`src/rtl/serial_subtractor_pkg.sv`:
```
// Shared constants and FSM encoding for the chunk-serial subtractor.
package serial_subtractor_pkg;

  localparam int DEF_WIDTH = 32;
  localparam int DEF_CHUNK = 8;

  typedef enum logic [1:0] {
    ST_IDLE = 2'd0,
    ST_BUSY = 2'd1,
    ST_DONE = 2'd2
  } state_t;

  // Index width for a counter over n chunks; never narrower than one bit.
  function automatic int idx_width(input int n);
    return (n > 1) ? $clog2(n) : 1;
  endfunction

endpackage

```
`src/rtl/serial_subtractor_sub_chunk.sv`:
```
// Combinational CHUNK-bit subtract slice: o_diff = i_a - i_b - i_borrow, with borrow-out.
module sub_chunk #(
  parameter int CHUNK = 8
) (
  input  logic [CHUNK-1:0] i_a,
  input  logic [CHUNK-1:0] i_b,
  input  logic             i_borrow,
  output logic [CHUNK-1:0] o_diff,
  output logic             o_borrow
);

  logic [CHUNK:0] w_full;

  // One guard bit above the slice catches the borrow as a wrap to all-ones.
  assign w_full   = {1'b0, i_a} - {1'b0, i_b} - {{CHUNK{1'b0}}, i_borrow};
  assign o_diff   = w_full[CHUNK-1:0];
  assign o_borrow = w_full[CHUNK];

endmodule

```
`src/rtl/serial_subtractor.sv`:
```
// Multi-cycle subtractor: x - y - bin computed CHUNK bits per cycle through one sub_chunk slice.
module serial_subtractor
  import serial_subtractor_pkg::*;
#(
  parameter int WIDTH  = DEF_WIDTH,
  parameter int CHUNK  = DEF_CHUNK,
  parameter int DWIDTH = WIDTH + 1
) (
  input  logic              clk,
  input  logic              rst_n,
  input  logic              in_valid,
  output logic              in_ready,
  input  logic              bin,
  input  logic [WIDTH-1:0]  x,
  input  logic [WIDTH-1:0]  y,
  output logic              out_valid,
  input  logic              out_ready,
  output logic [DWIDTH-1:0] diff,
  output logic              bout,
  output logic              diff_zero
);

  generate
    if (CHUNK < 1) begin : g_bad_chunk
      $error("serial_subtractor: CHUNK must be >= 1");
    end else if ((WIDTH % CHUNK) != 0) begin : g_bad_width
      $error("serial_subtractor: WIDTH must be a multiple of CHUNK");
    end
  endgenerate

  localparam int NCHUNK = WIDTH / CHUNK;
  localparam int IDX_W  = idx_width(NCHUNK);
  localparam logic [IDX_W-1:0] LAST_IDX = IDX_W'(NCHUNK - 1);

  state_t             r_state;
  logic [WIDTH-1:0]   r_x;
  logic [WIDTH-1:0]   r_y;
  logic [WIDTH-1:0]   r_res;
  logic [IDX_W-1:0]   r_idx;
  logic               r_borrow;
  logic [DWIDTH-1:0]  r_diff;
  logic               r_bout;
  logic               r_zero;
  logic               r_out_valid;
  logic               r_in_ready;

  logic [CHUNK-1:0]       w_slice;
  logic                   w_borrow;
  logic [WIDTH+CHUNK-1:0] w_shift;
  logic [DWIDTH-1:0]      w_final;

  sub_chunk #(.CHUNK(CHUNK)) u_sub_chunk (
    .i_a      (r_x[CHUNK-1:0]),
    .i_b      (r_y[CHUNK-1:0]),
    .i_borrow (r_borrow),
    .o_diff   (w_slice),
    .o_borrow (w_borrow)
  );

  // Operands shift down so the active chunk is always at bit 0; results shift in from the top.
  assign w_shift = {w_slice, r_res} >> CHUNK;
  assign w_final = DWIDTH'({w_borrow, w_shift[WIDTH-1:0]});

  always_ff @(posedge clk) begin
    if (!rst_n) begin
      r_state     <= ST_IDLE;
      r_idx       <= '0;
      r_borrow    <= 1'b0;
      r_diff      <= '0;
      r_bout      <= 1'b0;
      r_zero      <= 1'b0;
      r_out_valid <= 1'b0;
      r_in_ready  <= 1'b1;
    end else begin
      case (r_state)
        ST_IDLE: begin
          if (in_valid) begin
            r_x        <= x;
            r_y        <= y;
            r_borrow   <= bin;
            r_idx      <= '0;
            r_in_ready <= 1'b0;
            r_state    <= ST_BUSY;
          end
        end
        ST_BUSY: begin
          r_x      <= r_x >> CHUNK;
          r_y      <= r_y >> CHUNK;
          r_res    <= w_shift[WIDTH-1:0];
          r_borrow <= w_borrow;
          r_idx    <= r_idx + 1'b1;
          if (r_idx == LAST_IDX) begin
            r_diff      <= w_final;
            r_bout      <= w_borrow;
            r_zero      <= (w_final == '0);
            r_out_valid <= 1'b1;
            r_state     <= ST_DONE;
          end
        end
        ST_DONE: begin
          if (out_ready) begin
            r_out_valid <= 1'b0;
            r_in_ready  <= 1'b1;
            r_state     <= ST_IDLE;
          end
        end
        default: begin
          r_out_valid <= 1'b0;
          r_in_ready  <= 1'b1;
          r_state     <= ST_IDLE;
        end
      endcase
    end
  end

  assign in_ready  = r_in_ready;
  assign out_valid = r_out_valid;
  assign diff      = r_diff;
  assign bout      = r_bout;
  assign diff_zero = r_zero;

endmodule

```
`config.mk`:
```
export PLATFORM = sky130hd
export DESIGN_NAME = serial_subtractor
export DESIGN_NICKNAME = d
export VERILOG_FILES = /design/src/rtl/serial_subtractor_pkg.sv /design/src/rtl/serial_subtractor_sub_chunk.sv /design/src/rtl/serial_subtractor.sv
export SDC_FILE = /design/constraint.sdc
export NUM_CORES = 1
export LEC_CHECK = 0
export ABC_AREA = 1
export CAP_MARGIN = 30
export CORE_MARGIN = 2
export CORE_UTILIZATION = 40
export DETAILED_ROUTE_END_ITERATION = 6
export GPL_TIMING_DRIVEN = 0
export PLACE_DENSITY = 0.74
export SLEW_MARGIN = 5
export SYNTH_ARGS = -nofsm -noshare
export SYNTH_HDL_FRONTEND = slang
export SYNTH_SLANG_ARGS = --single-unit
export TNS_END_PERCENT = 30
```
`constraint.sdc`:
```
create_clock -name clk -period 3.95 [get_ports clk]
set_input_delay 0.79 -clock clk [delete_from_list [all_inputs] [get_ports clk]]
set_output_delay 0.79 -clock clk [all_outputs]
set_load 0.1 [all_outputs]
```
==> flow_summary.toml <==
[floorplan]
start_util_pct = 40.7
coreArea_mm2 = 0.0138
placementRows = 43
die_area_mm2 = 0.0150
die_h_um = 123
io_pins = 106
die_w_um = 123

[synthesis]
avgSynthCellArea_um2 = 9.60
yosysSeqAreaShare_pct = 61.6
synth_edf_count = 88
synth_cells = 586
synth_top_area_cell = "edfxtp_1"
netlist.area_leader.share_pct = 47.0
synth_ff_type = "edfxtp_1"
ys_warn_count = 0
yosys-top-cells-area = "edfxtp_1 47%, nand2_1 15%, dfxtp_1 15%, inv_1 3.9%, ha_1 3.3%"
syn-cell-area_mm2 = 0.00563
async_flop_share_pct = 0
synth_fp_nets = 672
ys_ff_latch = 129
ys_types = 34

[clock_tree]
cts_resized = 0
clk_pin_slew_ns = 0.06
clock_latency_ns = 0.42
cts_setup_buffers = 0
htree_levels = 4
cts_tree = "built"
numCtsBuffers = 17
cts-root-buf = "clkbuf_16"
cts.sinks = 129
cts_buffer_depth = 2
cts_hold_buf = 0

[grt]
grt_pass1_vias = 4271
overflow = 0
grt_pass1_wl_mm = 19.4
antenna_found_initial = 0
grt_max_degree = 29
grt_use_total_pct = 17.1

[detailed_routing]
vias = 4234
first_iter_violations = 255
drc_errors = 0
wl_mm = 12.0
ant_nets = 0
drt-wirelength-per-cell_um = 13.3
dr.pass1.iters = 5
routed_via_density = 4.67

[timing]
finalCritPeriodShare_pct = 70.1
rsz0062_at_grt = "false"
worst_hold_slack_ns = 0.469
period_minus_slack_ns = 2.77
worst_pin_slew_ns = 0.998
totalNegativeSetupSlack_ns = 0
fmax_mhz = 361
fin_ws_ns = 1.18
setup_viol = 0
skew_ns = 0.00900
slew-limit-headroom_pct = 33.2
slew_violations = 0
timing.final.hold_violations = 0

[layout]
post_route_cells_drive_above_1_share_pct = 10.7
area_growth_pct = 34.3
final_common_cell = "nand2_1"
nNetsFinal = 799
fin_cells = 906
antennaDiodeCount = 0
seq_area_mm2 = 0.00346
final_util_pct = 54.7
fillCellCount = 1146
fin_area_mm2 = 0.00756
mostFrequentLayoutCells = "226 x nand2_1, 105 x clkdlybuf4s50_1, 88 x edfxtp_1, 58 x inv_1, 41 x dfxtp_1"
multi_input_area_mm2 = 0.00182

[placed_design]
pre_cts_ws_ns = 0.929
gp_congestion = 0.828
buffer_ports.inserted = 105
placed_cell_area_mm2 = 0.00697
dpl.cell_count = 874
dpl.hpwl_mm = 8.83

[power]
power_leakage_nw = 3.14
ir_worst_vdd_mv = 0.341
cellPowerDensity_mw_per_mm2 = 474
total_power_mw = 3.58

[flow_run]
maxCapViolations = 0

[outcome]
status = "finished, final reports clean"

[critical_path]
cp-end-kind = "output port"
worst_ep_required_time_ns = 3.16
worst_setup_path_start_kind = "flip-flop"
crit_arrival_ns = 1.98
crit_fanout = 3
worstSetupPathType = "reg -> out"

[worst_hold_path]
holdCritPathClass = "reg -> reg"
[power by group]
part	switching (mW)	total, mW	internal, mW
logic	0.287	0.478	0.190
registers	0.0269	1.57	1.54
clock network	0.556	1.54	0.982
total	0.870	3.58	2.71
[logic make-up (layout without fill, tap and decap cells)]
family	after synthesis	after routing	synth area share, %
flip-flops	129	129	61.6
XOR/XNOR	3	3	1.13
AO/OA/AOI/OAI	55	55	5.98
AND/OR/NAND/NOR	292	292	21.0
adder cells (fa/ha/maj)	17	17	4.05
buffers and inverters	90	230	6.29
[registers in the layout, indices dropped and copies added (netlist names)]
name,cells
r_res,24
r_x,32
r_y,32
diff_zero,1
bout,1
r_idx,2
out_valid,1
in_ready,1
diff,32
r_state,2
r_borrow,1
[metal layers]
layer / GRT usage (%) / up-vias / part of all wire, %
met1: 17.4 / 1953 / 39
li1: - / 2122 / -
met2: 31.1 / 134 / 53
met4: 6.47 / 0 / 1.9
met3: 6.83 / 25 / 6.8
met5: 0 / - / 0
[synthesized netlist by cell type, types with 4 or more instances]
library cell  number
nand3_1            6
nor2_2             5
inv_2              8
edfxtp_1          88
nand2_1          226
nand2_2            8
o211ai_1           5
nor2_1            39
buf_2             10
o21ai_0            8
a21oi_1           31
dfxtp_1           41
ha_1              15
clkbuf_1          10
inv_1             58
nand3_2            4
[final timing paths]
kind / cells past startpoint / slack [ns] / endpoint / from
setup / recovery: 2 / 1.18 / diff[32] / bout
hold / removal: 2 / 0.47 / diff[6] / diff[6]
setup reg to reg: 12 / 1.76 / diff_zero / r_x[0]
hold reg to reg: 2 / 0.47 / diff[6] / diff[6]
[cell type report]
class                           instances  share of cell area [%]
Tap cell                              180                    2.98
Buffer                                 23                    1.36
Clock inverter                          9                    1.41
Sequential cell                       129                    45.8
Clock buffer                           23                    6.34
Inverter                               67                    3.33
Timing Repair Buffer                  108                    14.7
Multi-Input combinational cell        367                    24.1
[worst max-delay path: stages, from the launching register on]
cell	delay, ns
dfxtp_1	0.34
buf_4	0.11
clkdlybuf4s50_1	1.11
No activity file was read; power rests on OpenSTA's default activity.
